$ cat src/rtl/scr1_dmem_router_pkg.sv
// Shared memory-interface types and port 1 address map for the DMEM router.
// The SoC top imports the same decode constants so both sides agree on the map.
package scr1_dmem_router_pkg;

    localparam int SCR1_DMEM_AWIDTH = 32;
    localparam int SCR1_DMEM_DWIDTH = 32;

    typedef enum logic {
        SCR1_MEM_CMD_RD = 1'b0,
        SCR1_MEM_CMD_WR = 1'b1
    } type_scr1_mem_cmd_e;

    typedef enum logic [1:0] {
        SCR1_MEM_WIDTH_BYTE  = 2'b00,
        SCR1_MEM_WIDTH_HWORD = 2'b01,
        SCR1_MEM_WIDTH_WORD  = 2'b10
    } type_scr1_mem_width_e;

    typedef enum logic [1:0] {
        SCR1_MEM_RESP_IDLE   = 2'b00,
        SCR1_MEM_RESP_RDY_OK = 2'b01,
        SCR1_MEM_RESP_RDY_ER = 2'b10
    } type_scr1_mem_resp_e;

    localparam logic [SCR1_DMEM_AWIDTH-1:0] SCR1_DMEM_PORT1_MASK    = 32'hFFFF_0000;
    localparam logic [SCR1_DMEM_AWIDTH-1:0] SCR1_DMEM_PORT1_PATTERN = 32'h0048_0000;

    // Copy the LSB-aligned store operand onto every byte lane it may occupy.
    function automatic logic [SCR1_DMEM_DWIDTH-1:0] scr1_replicate_wdata(
        input type_scr1_mem_width_e  width,
        input logic [SCR1_DMEM_DWIDTH-1:0] wdata
    );
        logic [SCR1_DMEM_DWIDTH-1:0] res;
        case (width)
            SCR1_MEM_WIDTH_BYTE:  res = {4{wdata[7:0]}};
            SCR1_MEM_WIDTH_HWORD: res = {2{wdata[15:0]}};
            default:              res = wdata;
        endcase
        return res;
    endfunction

endpackage

$ cat src/rtl/scr1_dmem_router.sv
// Routes LSU data-memory requests to one of two targets by address decode,
// tracking the single outstanding transaction and aligning load/store data.
module scr1_dmem_router
    import scr1_dmem_router_pkg::*;
#(
    parameter logic [SCR1_DMEM_AWIDTH-1:0] SCR1_PORT1_ADDR_MASK    = SCR1_DMEM_PORT1_MASK,
    parameter logic [SCR1_DMEM_AWIDTH-1:0] SCR1_PORT1_ADDR_PATTERN = SCR1_DMEM_PORT1_PATTERN
) (
    input  logic                        clk,
    input  logic                        rst_n,

    input  logic                        dmem_req,
    input  type_scr1_mem_cmd_e          dmem_cmd,
    input  type_scr1_mem_width_e        dmem_width,
    input  logic [SCR1_DMEM_AWIDTH-1:0] dmem_addr,
    input  logic [SCR1_DMEM_DWIDTH-1:0] dmem_wdata,
    output logic                        dmem_req_ack,
    output logic [SCR1_DMEM_DWIDTH-1:0] dmem_rdata,
    output type_scr1_mem_resp_e         dmem_resp,

    output logic                        port0_req,
    output type_scr1_mem_cmd_e          port0_cmd,
    output type_scr1_mem_width_e        port0_width,
    output logic [SCR1_DMEM_AWIDTH-1:0] port0_addr,
    output logic [SCR1_DMEM_DWIDTH-1:0] port0_wdata,
    input  logic                        port0_req_ack,
    input  logic [SCR1_DMEM_DWIDTH-1:0] port0_rdata,
    input  type_scr1_mem_resp_e         port0_resp,

    output logic                        port1_req,
    output type_scr1_mem_cmd_e          port1_cmd,
    output type_scr1_mem_width_e        port1_width,
    output logic [SCR1_DMEM_AWIDTH-1:0] port1_addr,
    output logic [SCR1_DMEM_DWIDTH-1:0] port1_wdata,
    input  logic                        port1_req_ack,
    input  logic [SCR1_DMEM_DWIDTH-1:0] port1_rdata,
    input  type_scr1_mem_resp_e         port1_resp
);

    typedef enum logic {
        SCR1_FSM_IDLE,
        SCR1_FSM_WAIT
    } type_scr1_fsm_e;

    type_scr1_fsm_e              fsm;
    logic                        sel_r;
    logic [1:0]                  addr_lo_r;

    logic                        sel1;
    logic                        can_issue;
    type_scr1_mem_resp_e         sel_resp;
    logic [SCR1_DMEM_DWIDTH-1:0] sel_rdata;
    logic [SCR1_DMEM_DWIDTH-1:0] wdata_rep;

    assign sel1 = ((dmem_addr & SCR1_PORT1_ADDR_MASK) == SCR1_PORT1_ADDR_PATTERN);

    always_comb begin
        sel_resp  = sel_r ? port1_resp  : port0_resp;
        sel_rdata = sel_r ? port1_rdata : port0_rdata;
    end

    // A completing response frees the slot in the same cycle, allowing back-to-back issue.
    always_comb begin
        can_issue = (fsm == SCR1_FSM_IDLE)
                  | ((fsm == SCR1_FSM_WAIT) & (sel_resp != SCR1_MEM_RESP_IDLE));
        port0_req = dmem_req & can_issue & ~sel1;
        port1_req = dmem_req & can_issue &  sel1;
        dmem_req_ack = sel1 ? (port1_req_ack & port1_req) : (port0_req_ack & port0_req);
    end

    always_comb begin
        wdata_rep   = scr1_replicate_wdata(dmem_width, dmem_wdata);
        port0_cmd   = dmem_cmd;
        port1_cmd   = dmem_cmd;
        port0_width = dmem_width;
        port1_width = dmem_width;
        port0_addr  = dmem_addr;
        port1_addr  = dmem_addr;
        port0_wdata = wdata_rep;
        port1_wdata = wdata_rep;
    end

    // Only the port owning the outstanding transaction may answer; everything else reads as IDLE.
    always_comb begin
        dmem_resp  = SCR1_MEM_RESP_IDLE;
        dmem_rdata = '0;
        if (fsm == SCR1_FSM_WAIT && sel_resp != SCR1_MEM_RESP_IDLE) begin
            dmem_resp  = sel_resp;
            dmem_rdata = sel_rdata >> {addr_lo_r, 3'b000};
        end
    end

    always_ff @(posedge clk) begin
        if (!rst_n) begin
            fsm       <= SCR1_FSM_IDLE;
            sel_r     <= 1'b0;
            addr_lo_r <= 2'b00;
        end else if (dmem_req_ack) begin
            fsm       <= SCR1_FSM_WAIT;
            sel_r     <= sel1;
            addr_lo_r <= dmem_addr[1:0];
        end else if (fsm == SCR1_FSM_WAIT && sel_resp != SCR1_MEM_RESP_IDLE) begin
            fsm       <= SCR1_FSM_IDLE;
        end
    end

endmodule

$ cat config.mk
export PLATFORM = sky130hd
export DESIGN_NAME = scr1_dmem_router
export DESIGN_NICKNAME = d
export VERILOG_FILES = /design/src/rtl/scr1_dmem_router_pkg.sv /design/src/rtl/scr1_dmem_router.sv
export SDC_FILE = /design/constraint.sdc
export NUM_CORES = 1
export LEC_CHECK = 0
export ABC_AREA = 1
export CAP_MARGIN = 20
export CORE_AREA = 8 8 115 117
export DETAILED_ROUTE_END_ITERATION = 8
export DIE_AREA = 0 0 123 125
export PLACE_DENSITY = 0.71
export SETUP_SLACK_MARGIN = 0.15
export SYNTH_ARGS = -nofsm -noshare
export SYNTH_HDL_FRONTEND = slang
export SYNTH_SLANG_ARGS = --single-unit
$ cat constraint.sdc
create_clock -name clk -period 3.2 [get_ports clk]
set_input_delay 0.64 -clock clk [delete_from_list [all_inputs] [get_ports clk]]
set_output_delay 0.64 -clock clk [all_outputs]
set_load 0.01 [all_outputs]
==> results.py, run 1 <==
metrics = {
    "critical_path": {
        "cp-start-kind": "input pin",
        "cp_max_fo": 13,
        "worstPathRequired_ns": 2.56,
        "cp_data_arrival_time_ns": 2.33,
        "critPathCaptureType": "primary output",
        "rr_worst_depth": 10,
        "critical_path_class": "in2out",
    },
    "clock_tree": {
        "cts-buffers-inserted": 3,
        "htree_levels": 1,
        "worstSkewPairLatency_ns": 0.22,
        "clk_pin_slew_worst_paths_ns": 0.03,
        "cts_buffer_depth": 2,
        "post_cts_buffers": 0,
        "cts_root_buffer": "clkbuf_16",
        "hold_buffers": 0,
        "cts.sinks": 4,
        "cts_tree": "done",
    },
    "global_routing": {
        "grt_pass1_wl_um": 18900,
        "gr-total-overflow": 0,
        "grt_pass1_vias": 3306,
        "grt_max_degree": 33,
        "antenna_found_initial": 0,
        "track_usage_pct": 15.6,
    },
    "cells_and_area": {
        "stdcell_area_um2": 4660,
        "drive_gt1_share_pct": 7.72,
        "fillers": 1233,
        "final_cells": 769,
        "final_common_cell": "clkdlybuf4s50_1",
        "final_cell_mix": "clkdlybuf4s50_1, nand2_1, nor2_1",
        "areaGrowthSynthToFinish_pct": 83.8,
        "finalNetCount": 764,
        "diodes": 0,
    },
    "floorplanning": {
        "initial_utilization_pct": 21.8,
        "rows": 40,
        "die_x_um": 123,
        "ios": 311,
        "die_y_um": 125,
        "die_area_um2": 15400,
        "core-area_um2": 11600,
    },
    "synth": {
        "synth-xor-area-share_pct": 0,
        "synth_top_family_by_area": "simple AND/OR/NAND/NOR gates",
        "synth.cell_area_um2": 2540,
        "synth_compound_area_share_pct": 11.9,
        "mappedNetlistNets": 605,
        "netlist_instances": 465,
        "ys_ff_latch": 4,
        "yosys.area_share.adder_pct": 0,
        "synthSimpleGateAreaFrac_pct": 40.7,
        "yosysWarnings": 0,
        "syn_avg_cell_area_um2": 5.45,
        "synth.area.mux_share_pct": 3.95,
        "synth-seq-area-share_pct": 3.16,
        "ys_types": 27,
    },
    "run": {
        "drv_cap": 0,
    },
    "sta": {
        "whs_ns": 0.620,
        "period_needed_ns": 2.97,
        "final_max_slew_viol_count": 0,
        "fmax_mhz": 337,
        "slew-limit-headroom_pct": 53.2,
        "hold_viol_final": 0,
        "fin_tns_setup_ns": 0,
        "fin_skew_ns": 0.000744,
        "rsz0062_at_grt": "false",
        "tightest_slew_ns": 0.701,
        "period_share_pct": 92.9,
        "setup_viol": 0,
    },
    "drt": {
        "viasPerCell": 4.37,
        "drc": 0,
        "firstDrtPassIters": 4,
        "routedWlPerCell_um": 17.0,
        "drtIter0Drc": 158,
        "totalWireLength_um": 13000,
        "num_vias": 3360,
        "ant_nets": 0,
    },
    "place": {
        "numPortBuffers": 265,
        "dp.cells": 766,
        "place_area_um2": 4600,
        "dp_hpwl_um": 11100,
        "gp_congestion": 0.809,
    },
    "run_status": {
        "outcome": "finished, final reports clean",
    },
    "pwr": {
        "power.density_nw_per_um2": 187,
        "p_leak_nw": 2.13,
        "ir_drop_mv": 0.196,
    },
    "min_path": {
        "hold_class": "reg2reg",
        "hold_depth": 4,
    },
}
where the power goes:
group,internal [mW],total (mW),switching (mW)
logic,0.358,0.626,0.269
clock network,0.159,0.189,0.0300
registers,0.0526,0.0541,0.00144
total,0.570,0.870,0.300
path summary, 6_finish.rpt:
check,startpoint,endpoint,slack (ns)
setup / recovery,port1_resp[1],dmem_rdata[0],0.23
setup reg to reg,sel_r$_SDFFE_PN0P_,addr_lo_r[1]$_SDFFE_PN0P_,1.57
hold / removal,fsm$_SDFFE_PN0P_,fsm$_SDFFE_PN0P_,0.62
hold reg to reg,fsm$_SDFFE_PN0P_,fsm$_SDFFE_PN0P_,0.62
metrics by stage:
step	utilization (%)	total power, mW	setup WS (ns)
5_1_grt	40.2	0.927	0.153
4_1_cts	40.1	0.883	0.122
3_5_place_dp	39.6	0.694	0.0497
2_1_floorplan	-	0.385	0.962
6_report	40.2	0.870	0.228
3_3_place_gp	39.6	0.694	0.0616
worst max-delay path: stages:
cell and delay [ns]:
clkdlybuf4s50_1 0.46, inv_1 0.04, nand2_1 0.06, nand2_2 0.08, and2_4 0.15, nor2_4 0.10
inv_4 0.10, a21oi_1 0.13, clkdlybuf4s50_1 0.57
per-layer routing:
layer / up-vias / GRT usage (%) / part of all wire, %
met2: 194 / 28.6 / 49
met3: 23 / 4.46 / 12
met5: - / 0 / 0
met4: 0 / 4.04 / 1.7
li1: 1681 / - / -
met1: 1462 / 16.8 / 37
registers in the layout (all words and copies together) (netlist names):
register   cells
addr_lo_r      2
fsm            1
sel_r          1
cell usage after synthesis:
| master | number | area share [%] |
|---|---|---|
| nand2_1 | 155 | 23 |
| buf_4 | 113 | 33 |
| nor2_1 | 43 | 6.4 |
| nand3_1 | 37 | 7.3 |
| inv_1 | 20 | 3.0 |
| o21ai_0 | 18 | 3.6 |
| clkbuf_1 | 11 | 1.6 |
| a21oi_1 | 10 | 2.0 |
| mux2i_1 | 10 | 3.9 |
| a21oi_2 | 9 | 3.1 |
| nand2_2 | 5 | 1.2 |
| o21a_1 | 5 | 1.5 |
| buf_2 | 4 | 0.79 |
| dfxtp_1 | 4 | 3.2 |
| a211oi_1 | 3 | 0.89 |
| or2_2 | 3 | 0.74 |
| buf_6 | 2 | 0.89 |
| clkinv_1 | 2 | 0.30 |
| inv_2 | 2 | 0.30 |
| o211ai_1 | 2 | 0.59 |
| a21boi_1 | 1 | 0.30 |
| and2_4 | 1 | 0.35 |
| nand2_4 | 1 | 0.44 |
| nand3_2 | 1 | 0.39 |
| nand4_1 | 1 | 0.25 |
| nor2_2 | 1 | 0.25 |
| nor2_4 | 1 | 0.44 |
logic make-up (layout without fill, tap and decap cells):
logic type | after synthesis | in the layout
flip-flops | 4 | 4
multiplexers | 10 | 10
AO/OA/AOI/OAI | 48 | 48
buffers and inverters | 154 | 311
AND/OR/NAND/NOR | 249 | 249
cell type report:
cell class	count	area, µm²	area share (%)
multi-input combinational	307	1450	31.0
timing repair buffer	284	2780	59.7
tap	147	184	3.95
inverter	24	92.6	1.99
clock buffer	3	75.1	1.61
sequential	4	81.3	1.74
timing repair:
item	4_1_cts	5_1_grt
cloned	0	0
pin swaps	0	0
endpoints found under the setup margin	29	4
endpoints found under the hold margin	0	0
resized for setup	32	4
No activity file was read; power rests on OpenSTA's default activity.
==> run 2, diff against run 1 <==
--- a/config.mk
+++ b/config.mk
@@ -7,10 +7,12 @@
 export LEC_CHECK = 0
 export ABC_AREA = 1
 export CAP_MARGIN = 20
-export CORE_AREA = 8 8 115 117
+export CELL_PAD_IN_SITES_DETAIL_PLACEMENT = 1
+export CELL_PAD_IN_SITES_GLOBAL_PLACEMENT = 2
+export CORE_MARGIN = 8
+export CORE_UTILIZATION = 11
 export DETAILED_ROUTE_END_ITERATION = 8
-export DIE_AREA = 0 0 123 125
-export PLACE_DENSITY = 0.71
+export PLACE_DENSITY_LB_ADDON = 0.1
 export SETUP_SLACK_MARGIN = 0.15
 export SYNTH_ARGS = -nofsm -noshare
 export SYNTH_HDL_FRONTEND = slang
==> run 2 against run 1 <==
  * Routed wire length increased by 23%
  * Critical path type unchanged
  * Flip-flop and latch count is the same
  * Core utilization is 18 points lower
  * Clock skew about the same
  * Largest cell class unchanged
  * Setup slack improved by 0.014 ns
==> results.py, run 2 (synthesis gave the netlist of run 1 again) <==
metrics = {
    "run_status": {
        "outcome": "finished, final reports clean",
    },
    "critical_path": {
        "worstPathRequired_ns": 2.56,
        "crit_chain": "clkdlybuf4s50_1 -> nor2_1 -> buf_4 -> o21ai_0 -> clkdlybuf4s50_1",
        "rr_worst_depth": 11,
        "crit_path_top_delay_cell": "clkdlybuf4s50_1",
        "critPathCaptureType": "primary output",
        "max_stage_delay_ns": 0.61,
        "crit_start": "dmem_width[1]",
        "critical_path_class": "in2out",
        "r2r_slack_ns": 1.55,
        "critical_path_buf_inv_count": 3,
        "timing.rr.start": "sel_r$_SDFFE_PN0P_",
        "cp_top_family": "buffers and inverters",
        "cp_num_cells": 5,
        "cp_data_arrival_time_ns": 2.32,
        "cpMostUsedCell": "clkdlybuf4s50_1",
        "cp_max_fo": 10,
        "cp-start-kind": "input pin",
    },
    "clock_tree": {
        "cts_root_buffer": "clkbuf_16",
        "post_cts_buffers": 0,
        "cts-buffers-inserted": 3,
        "cts_buffer_depth": 2,
        "htree_levels": 1,
        "hold_buffers": 0,
        "clk_pin_slew_worst_paths_ns": 0.03,
        "cts_tree": "done",
        "cts.sinks": 4,
        "worstSkewPairLatency_ns": 0.23,
    },
    "global_routing": {
        "antenna_found_initial": 3,
        "track_usage_pct": 10.6,
        "gr-total-overflow": 0,
        "grt_pass1_vias": 3684,
        "grt_max_degree": 31,
        "grt_pass1_wl_um": 23600,
    },
    "cells_and_area": {
        "largest-register": "addr_lo_r",
        "diodes": 0,
        "final_common_cell": "clkdlybuf4s50_1",
        "drive_gt1_share_pct": 9.84,
        "areaGrowthSynthToFinish_pct": 94.7,
        "finalNetCount": 772,
        "largest_reg_flops": 2,
        "top_regs": "addr_lo_r x2, fsm x1, sel_r x1",
        "final_util_pct": 21.8,
        "final_cell_mix": "clkdlybuf4s50_1, nand2_1, nor2_1",
    },
    "sta": {
        "hold_viol_final": 0,
        "rsz0062_at_grt": "false",
        "fmax_mhz": 338,
        "final_max_slew_viol_count": 0,
        "fin_ws_ns": 0.242,
        "period_needed_ns": 2.96,
        "setup_viol": 0,
        "slew-limit-headroom_pct": 53.3,
        "tightest_slew_ns": 0.700,
        "fin_skew_ns": 0.000783,
        "period_share_pct": 92.4,
        "whs_ns": 0.645,
    },
    "drt": {
        "num_vias": 3354,
        "drtIter0Drc": 153,
        "viasPerCell": 3.67,
        "drc": 0,
        "totalWireLength_um": 16100,
        "ant_nets": 0,
        "firstDrtPassIters": 4,
        "routedWlPerCell_um": 17.6,
    },
    "place": {
        "gp_congestion": 0.765,
        "dp_hpwl_um": 14100,
        "dp_slack_ns": -0.0573,
        "numPortBuffers": 265,
    },
    "run": {
        "drv_cap": 0,
    },
    "floorplanning": {
        "rows": 55,
        "core-area_um2": 22600,
        "die_y_um": 168,
        "die_area_um2": 28200,
        "die_x_um": 168,
        "initial_utilization_pct": 11.2,
        "ios": 311,
    },
    "pwr": {
        "ir_drop_mv": 0.184,
        "p_total_mw": 0.896,
        "power.density_nw_per_um2": 182,
        "p_leak_nw": 2.25,
    },
    "min_path": {
        "min-delay-start": "fsm$_SDFFE_PN0P_",
        "hold_depth": 4,
        "hold_class": "reg2reg",
    },
}
==> run 2: cell count changes in the layout (fill, tap and decap cells not counted), sizes merged <==
cell           previous run  this run
clkdlybuf4s50           234       230
buf                      19        27
dlymetal6s2s              3         8
dlygate4sd2              28        27
==> run 2: worst paths after layout <==
check,endpoint
setup reg to reg,addr_lo_r[1]$_SDFFE_PN0P_
setup / recovery,port0_wdata[13]
hold reg to reg,fsm$_SDFFE_PN0P_
hold / removal,fsm$_SDFFE_PN0P_
==> run 2: timing repair <==
action / CTS / global route
endpoints found under the setup margin: 36 / 10
pin swaps: 1 / 0
gates resized for setup: 36 / 9
==> run 2: final cells by class <==
class	instances	area, µm²
clock buffers	3	75.1
fillers	2755	17700
inverters	24	92.6
multi-input cells	307	1470
flip-flops and latches	4	81.3
well taps	285	357
repair buffers	292	2870
==> run 2: worst register-to-register path: stages, from the launching register on <==
cell and delay (ns):
dfxtp_2 0.41, inv_2 0.15, nand2_1 0.10, nand2_2 0.05, buf_4 0.13, nand3_2 0.09
nand2_2 0.07, nor2_2 0.11, nand2_2 0.07, buf_4 0.15, a21oi_1 0.14, nor2_1 0.06
==> run 2: stage by stage <==
stage | instance area [µm²] | setup TNS (ns) | std cells
after floorplan | 2540 | 0 | 465
after detailed placement | 4840 | -0.103 | 912
final | 4940 | 0 | 915
after global routing | 4940 | 0 | 915
after CTS | 4910 | 0 | 915
after global placement | 4840 | -0.101 | 912
==> run 2: layer usage <==
metal / up-vias / routed length, µm / GRT usage (%)
met3: 13 / 1520 / 3.72
met1: 1497 / 6680 / 12.1
li1: 1680 / - / -
met4: 6 / 29 / 0.427
met2: 158 / 7800 / 19.6
met5: - / 39 / 0
==> run 2: report_power, final <==
group          internal [mW]  switching [mW]  total [mW]  leakage (nW)
sequential            0.0526         0.00133      0.0540        0.0333
clock                  0.160          0.0360       0.196        0.0370
combinational          0.365           0.281       0.647          2.18
total                  0.578           0.319       0.896          2.25
==> run 3, diff against run 2 <==
--- a/config.mk
+++ b/config.mk
@@ -14,6 +14,7 @@
 export DETAILED_ROUTE_END_ITERATION = 8
 export PLACE_DENSITY_LB_ADDON = 0.1
 export SETUP_SLACK_MARGIN = 0.15
+export SLEW_MARGIN = 20
 export SYNTH_ARGS = -nofsm -noshare
 export SYNTH_HDL_FRONTEND = slang
 export SYNTH_SLANG_ARGS = --single-unit
==> results of run 3 <==
No change in the layout: final DEF, timing and power equal those of run 2.
